==> config.mk <==
export PLATFORM = sky130hd
export DESIGN_NAME = adder_share_arbiter
export DESIGN_NICKNAME = d
export VERILOG_FILES = /design/src/rtl/adder_share_pkg.sv /design/src/rtl/BrentKung.sv /design/src/rtl/adder_share_arbiter_rr.sv /design/src/rtl/adder_share_arbiter.sv
export SDC_FILE = /design/constraint.sdc
export NUM_CORES = 1
export LEC_CHECK = 0
export CORE_ASPECT_RATIO = 0.7
export CORE_MARGIN = 2
export CORE_UTILIZATION = 40
export CTS_BUF_LIST = sky130_fd_sc_hd__clkbuf_16
export DETAILED_ROUTE_END_ITERATION = 6
export GPL_TIMING_DRIVEN = 0
export HOLD_SLACK_MARGIN = 0.15
export PLACE_DENSITY_LB_ADDON = 0.25
export SLEW_MARGIN = 25
export SYNTH_ARGS = -nofsm -noshare
export SYNTH_HDL_FRONTEND = slang
export SYNTH_HIERARCHICAL = 1
export SYNTH_SLANG_ARGS = --single-unit
==> constraint.sdc <==
create_clock -name clk -period 3.2 [get_ports clk]
set_input_delay 0.32 -clock clk [delete_from_list [all_inputs] [get_ports clk]]
set_output_delay 0.32 -clock clk [all_outputs]
set_load 0.02 [all_outputs]
==> src/rtl/adder_share_pkg.sv <==
// adder_share_pkg: adder width and response record shared by the adder arbiter slice.
package adder_share_pkg;
    localparam int ADD_W = 32;
    localparam int MAX_IDW = 3;
    typedef struct packed {
        logic [MAX_IDW-1:0] id;
        logic               cout;
        logic [ADD_W-1:0]   sum;
    } rsp_t;
endpackage

==> src/rtl/BrentKung.sv <==
// BrentKung: parallel-prefix adder using a Brent-Kung up-sweep/down-sweep carry tree.
module BrentKung #(
    parameter int W = 32
) (
    input  logic [W-1:0] inputA,
    input  logic [W-1:0] inputB,
    input  logic         carryin,
    output logic [W-1:0] sum,
    output logic         carryOut
);
    logic [W-1:0] halfSum, grpG, grpP, carry;
    always_comb begin
        halfSum = inputA ^ inputB;
        grpG = inputA & inputB;
        grpP = halfSum;
        for (int d = 1; d < W; d *= 2)
            for (int i = 0; i < W; i++)
                if (i % (2 * d) == 2 * d - 1) begin
                    grpG[i] = grpG[i] | (grpP[i] & grpG[i - d]);
                    grpP[i] = grpP[i] & grpP[i - d];
                end
        // down-sweep fills the prefixes the up-sweep skipped
        for (int d = W / 4; d >= 1; d /= 2)
            for (int i = 0; i < W; i++)
                if (i >= 3 * d - 1 && i % (2 * d) == d - 1) begin
                    grpG[i] = grpG[i] | (grpP[i] & grpG[i - d]);
                    grpP[i] = grpP[i] & grpP[i - d];
                end
        carry[0] = carryin;
        for (int i = 1; i < W; i++)
            carry[i] = grpG[i - 1] | (grpP[i - 1] & carryin);
        sum = halfSum ^ carry;
        carryOut = grpG[W - 1] | (grpP[W - 1] & carryin);
    end
endmodule

==> src/rtl/adder_share_arbiter_rr.sv <==
// rr_arbiter: round-robin grant, first requester at or above rrPtr wins, wrapping to 0.
module rr_arbiter #(
    parameter int NREQ = 4,
    localparam int IDW = $clog2(NREQ)
) (
    input  logic [NREQ-1:0] request,
    input  logic            enable,
    input  logic [IDW-1:0]  rrPtr,
    output logic [NREQ-1:0] grant,
    output logic [IDW-1:0]  grantId
);
    always_comb begin
        grant = '0;
        grantId = '0;
        // descending scan so the closest requester to rrPtr is written last
        for (int k = NREQ - 1; k >= 0; k--)
            if (enable && request[(int'(rrPtr) + k) % NREQ]) begin
                grant = '0;
                grant[(int'(rrPtr) + k) % NREQ] = 1'b1;
                grantId = IDW'((int'(rrPtr) + k) % NREQ);
            end
    end
endmodule

==> src/rtl/adder_share_arbiter.sv <==
// adder_share_arbiter: shares one BrentKung adder among NREQ requesters through
// a round-robin granted operand stage and a backpressured response stage.
module adder_share_arbiter
    import adder_share_pkg::*;
#(
    parameter int NREQ = 4,
    localparam int IDW = $clog2(NREQ)
) (
    input  logic                  clk,
    input  logic                  rst,
    input  logic [NREQ-1:0]       req_valid,
    output logic [NREQ-1:0]       req_ready,
    input  logic [NREQ*ADD_W-1:0] req_a,
    input  logic [NREQ*ADD_W-1:0] req_b,
    input  logic [NREQ-1:0]       req_cin,
    output logic                  rsp_valid,
    input  logic                  rsp_ready,
    output logic [IDW-1:0]        rsp_id,
    output logic [ADD_W-1:0]      rsp_sum,
    output logic                  rsp_cout
);
    logic [ADD_W-1:0] opA, opB, addSum;
    logic             opCin, opValid, addCout, s1Take, s2Take, accept;
    logic [IDW-1:0]   opId, rrPtr, grantId;
    rsp_t             rspReg;

    assign s2Take = !rsp_valid || rsp_ready;
    assign s1Take = !opValid || s2Take;
    assign accept = |(req_valid & req_ready);

    rr_arbiter #(.NREQ(NREQ)) arb (
        .request(req_valid),
        .enable (s1Take && !rst),
        .rrPtr  (rrPtr),
        .grant  (req_ready),
        .grantId(grantId)
    );

    BrentKung #(.W(ADD_W)) adder (
        .inputA  (opA),
        .inputB  (opB),
        .carryin (opCin),
        .sum     (addSum),
        .carryOut(addCout)
    );

    always_ff @(posedge clk or posedge rst) begin
        if (rst) begin
            opValid <= 1'b0;
            opA <= '0;
            opB <= '0;
            opCin <= 1'b0;
            opId <= '0;
            rrPtr <= '0;
            rsp_valid <= 1'b0;
            rspReg <= '0;
        end else begin
            if (s1Take) opValid <= accept;
            if (accept) begin
                opA <= req_a[ADD_W*grantId+:ADD_W];
                opB <= req_b[ADD_W*grantId+:ADD_W];
                opCin <= req_cin[grantId];
                opId <= grantId;
                rrPtr <= IDW'((int'(grantId) + 1) % NREQ);
            end
            if (s2Take) begin
                rsp_valid <= opValid;
                rspReg <= '{id: MAX_IDW'(opId), cout: addCout, sum: addSum};
            end
        end
    end

    assign rsp_id = rspReg.id[IDW-1:0];
    assign rsp_sum = rspReg.sum;
    assign rsp_cout = rspReg.cout;
endmodule

# Yosys cells after proc, flatten, opt, wreduce, memory -nomap -nowiden
# Cells that the tools add are included.
# word_totals
word_cells	314
regBits	106
inputBits	267
# op_classes
reduce_logical	18
bitwise_logic	242
n_shift	2
muxes	29
n_lt_le_gt_ge	9
add_sub_neg	4
# ops
operator	n
128-bit by 8-bit variable part select with 32-bit output	2
1-bit AND	146
1-bit OR	89
32-bit bitwise XOR	2
32-bit AND	1
4-bit 2-to-1 mux	4
3-bit by 4-bit less-than comparator with 1-bit output, second input constant	3
1-bit 2-to-1 mux	12
1-bit binary-select mux with 2-bit select	5
3-bit by 1-bit >= comparator with 1-bit output, second input constant	3
1-bit logical AND	9
1-bit demux with 2-bit select	4
2-bit 2-to-1 mux	4
2-bit by 3-bit less-than comparator with 1-bit output, second input constant	2
2-bit OR reduction	3
2-bit by 1-bit adder with 2-bit output, second input constant	2
2-bit adder, second input constant	2
4-bit AND	1
4-bit OR reduction	1
1-bit AND, first input constant	3
1-bit logical NOT	3
2-bit by 1-bit >= comparator with 1-bit output, second input constant	1
1-bit logical OR	2

# Longest topological paths before layout
# logic_depth
word_depth	19
ltp_mapped	13

# Hierarchy
# The synthesis kept the hierarchy.
# by_module_without_submodules
mod	instances	cells_each	area_each_um2	seq_area_each_um2
adder_share_arbiter	1	386	5589.1	2652.5
BrentKung	1	181	1431.4	0.0
rr_arbiter	1	77	564.3	0.0

# Worst setup path after synthesis
# OpenSTA, ideal clock, no wires.
# synth_path
path_type	reg-to-reg
start	reg rrPtr[0]
end	reg opB[17]
required_ns	3.075
setup_time_ns	0.125
slack_ns	-0.404
path_stages_with_launch	13
arrival_ns	3.479
cell_sequence	dfrtp_1 buf_2 inv_1 ha_1 clkbuf_4 or3b_1 a211oi_2 o21ai_0 a31oi_1 a22oi_1 nand2_1 clkbuf_1 mux2_2
# synth_between
elab_chain_len	13
# synth_rtl
item	line_no	rtl
start: declaration	adder_share_arbiter.sv:24	logic [IDW-1:0] opId, rrPtr, grantId;
start signal: assignment	adder_share_arbiter.sv:64	rrPtr <= IDW'((int'(grantId) + 1) % NREQ);
2-bit adder	adder_share_arbiter_rr.sv:17, adder_share_arbiter_rr.sv:19	
2-bit OR reduction (no source line)	n/a	
1-bit AND (no source line)	n/a	
3-bit by 4-bit less-than comparator with 1-bit output (implied by the code) / 3-bit by 1-bit >= comparator with 1-bit output (equally long branches)	adder_share_arbiter_rr.sv:19	grant[(int'(rrPtr) + k) % NREQ] = 1'b1;
1-bit logical AND (implied by the code)	adder_share_arbiter_rr.sv:19	
1-bit 2-to-1 mux (implied by the code)	adder_share_arbiter_rr.sv:19	
1-bit demux with 2-bit select	n/a	
4-bit 2-to-1 mux (3 in a row)	adder_share_arbiter_rr.sv:17	if (enable && request[(int'(rrPtr) + k) % NREQ]) begin
4-bit 2-to-1 mux (*)	adder_share_arbiter_rr.sv:17	
via req_ready[0]	adder_share_arbiter.sv:12	output logic [NREQ-1:0] req_ready,
4-bit AND (*)	adder_share_arbiter.sv:29	assign accept = |(req_valid & req_ready);
4-bit OR reduction (*)	adder_share_arbiter.sv:29	
end signal: assignment	adder_share_arbiter.sv:61	opB <= req_b[ADD_W*grantId+:ADD_W];
end: declaration	adder_share_arbiter.sv:22	logic [ADD_W-1:0] opA, opB, addSum;
# Mark *: on every way through the listed nets, which the timed path passes. The rest lies on a longest branch. The select of a mux whose other input is x is not followed.
# A chain may end at the register's enable or synchronous reset.

# Worst setup path in the final report
# layout_path
start	reg rrPtr[0]
end	reg opB[8]
# layout_between
elab_chain_len	13
# layout_rtl
item
branches (longest 13 deep; another with 2-bit adder)
# Several ways; the timed one is not identified. The select of a mux whose other input is x is not followed.

==> impl_metrics.toml <==
[synthesis]
synth_ff_type = "dfrtp_1"
syn_avg_cell_area_sq_um = 11.8
netlist_area_sq_um = 7580
ys_ff_latch = 106
ys_seq_area_share_pct = 35.0
synth_nets = 951
synth_cell_types = 61
synth_edf_count = 0
synth_warnings = 6
syn_inst = 644
synthArstFlopShare_pct = 100

[die]
chipHeight_um = 119
io_pins = 307
dieArea_sq_um = 20100
rows = 42
start_util_pct = 40.4
core_area_sq_um = 18800
die_x_um = 169

[clock_tree]
h-tree-depth = 3
cts_buffers = 9
cts-root-buf = "clkbuf_16"
path_clk_slew_ps = 70
clock-sinks = 106
cts_tree = "yes"
cts_buffer_depth = 2
clkLatencyLatePin_ps = 350

[worst_setup_path]
reg2reg_to = "opB[8]"
cp-startpoint = "rrPtr[0]"
reg2regPathDepth = 13
reg2reg_from = "rrPtr[0]"
worstSetupPathType = "reg2reg"
crit_required_ps = 3440
worst-path-max-fanout = 10
r2r_slack_ps = 80
start_kind = "flop"
endpoint_kind = "flop"
cp.arrival_ps = 3360

[finish]
diodes = 0
fin_nets = 1279
fin_util_pct = 62.0
fin_area_sq_um = 11600
final_common_cell = "clkdlybuf4s50_1"
final_cell_mix = "clkdlybuf4s50_1 (301), nand2_1 (126), dfrtp_1 (105)"
fillCellCount = 1575
final_layout_size_suffix_gt1_share_pct = 23.5
area_growth_pct = 53.4

[detailed_routing]
met3_wirelength_um = 1330
top_layer = "met4"
ant_nets = 0
wire_per_inst_um = 18.6
wl_um = 22600
met1Wirelength_um = 9780
drt_iter0_markers = 327
num_vias = 6451
first_pass_iters = 6
wl_met2_um = 11300
drt-vias-per-instance = 5.29
route.detailed.drc = 0

[timing]
setup_viol = 0
final.period_utilization_pct = 97.6
layout_min_cycle_time_ps = 3120
fin_worst_skew_ps = 9.44
fmax_mhz = 320
relSlewSlack_pct = 48.9
worstMarginPinSlew_ps = 767
worst_slack_ps = 77.6
final.setup.tns_ps = 0
timing.final.hold_violations = 0
slew_violations = 0

[place]
dp_hpwl_um = 18000
place_area_sq_um = 11000
pre_cts_ws_ps = -646
io_buffer_count = 306
gp_congestion = 0.891

[power]
leakage_nw = 4.78
p_total_mw = 12.4
irDropWorstVdd_v = 0.000472
p_per_area_nw_per_um2 = 1060

[global_route]
grt_pass1_vias = 6770
grtUsageTotal_pct = 23.1
grt_overflow = 0
antenna_found_initial = 0
grt_pass1_wl_um = 35500
grt_max_degree = 66

[job]
maxCapViolCount = 0

[hold_path]
hp-class = "in2async"

[run_status]
status = "finished, final reports clean"
[how the worst max path moves through the flow]
stage / end / slack (ps) / cells past startpoint
2_1_floorplan: opA[0] / -70 / 12
3_3_place_gp: opB[9] / -1690 / 2
3_5_place_dp: opA[12] / -650 / 12
4_1_cts: opB[13] / 30 / 12
5_1_grt: opB[4] / -20 / 11
6_report: opB[8] / 80 / 13
[synth_stat cells (8+ instances only)]
| library cell | count | area (sq um) |
|---|---|---|
| a21oi_1 | 30 | 150 |
| ha_1 | 39 | 488 |
| buf_2 | 12 | 60.1 |
| inv_1 | 13 | 48.8 |
| mux2_2 | 54 | 608 |
| o21ai_0 | 11 | 55.1 |
| nand2_1 | 127 | 477 |
| dfrtp_1 | 106 | 2650 |
| xnor2_1 | 15 | 131 |
| buf_1 | 9 | 33.8 |
| xor2_1 | 11 | 96.3 |
| mux4_2 | 67 | 1510 |
| o21a_1 | 8 | 60.1 |
| mux2_4 | 17 | 255 |
| nor2_1 | 19 | 71.3 |
[layer usage]
layer / vias up / global-route usage (%)
met4: 0 / 4.63
met3: 18 / 5.18
li1: 3052 / -
met2: 225 / 40.5
met1: 3156 / 29.6
met5: - / 0
[metrics by stage]
stage,instances,hold slack [ps]
after global routing,1219,485
after detailed placement,1193,455
after CTS,1217,449
final,1219,450
after global placement,1192,450
after floorplan,644,442
[cell families (layout without fill, tap and decap cells)]
kind of cell,after synthesis,count (layout),share of synthesized area [%]
compound gates,90,90,8.55
xor+xnor,26,26,3.00
fa+ha+maj,40,40,6.70
buf+inv,49,382,3.55
flops,106,106,35.0
mux,144,144,32.1
simple gates,189,189,11.2
[critical path: stages (launching register included)]
cell	delay, ps
dfrtp_2	420
buf_6	150
inv_2	100
ha_4	230
clkbuf_2	150
or3b_4	390
a211oi_4	310
o21ai_1	130
a31oi_2	290
a22oi_2	90
nand2_2	90
buf_12	160
buf_8	180
mux2_4	320
[timing repair]
action	in CTS	in global routing
resized for setup	28	51
endpoints found under the setup margin	74	68
cloned	1	0
hold buffers	0	0
pin swaps	0	6
buffers inserted	9	2
[report_power, final]
part | leakage, nW | internal, mW | switching (mW) | total (mW)
combinational | 3.39 | 4.61 | 4.15 | 8.76
clock | 0.140 | 0.534 | 0.528 | 1.06
sequential | 1.25 | 2.10 | 0.424 | 2.53
[final cells by class]
cell class	count	area, sq um	area share (%)
inverters	13	53.8	0.462
flip-flops and latches	106	2650	22.8
plain buffers	34	372	3.19
repair buffers	319	3210	27.6
well taps	242	303	2.60
multi-input cells	489	4770	41.0
clock buffers	9	225	1.94
clock inverters	7	50.0	0.430
[flip-flops by register name, summed over array words and instances, names as in the netlist]
register,flops
rsp_cout,1
opCin,1
opA,32
rsp_valid,1
opValid,1
rsp_sum,32
rsp_id,2
opB,32
rrPtr,2
opId,2
Power figures use the tool's default switching activity.
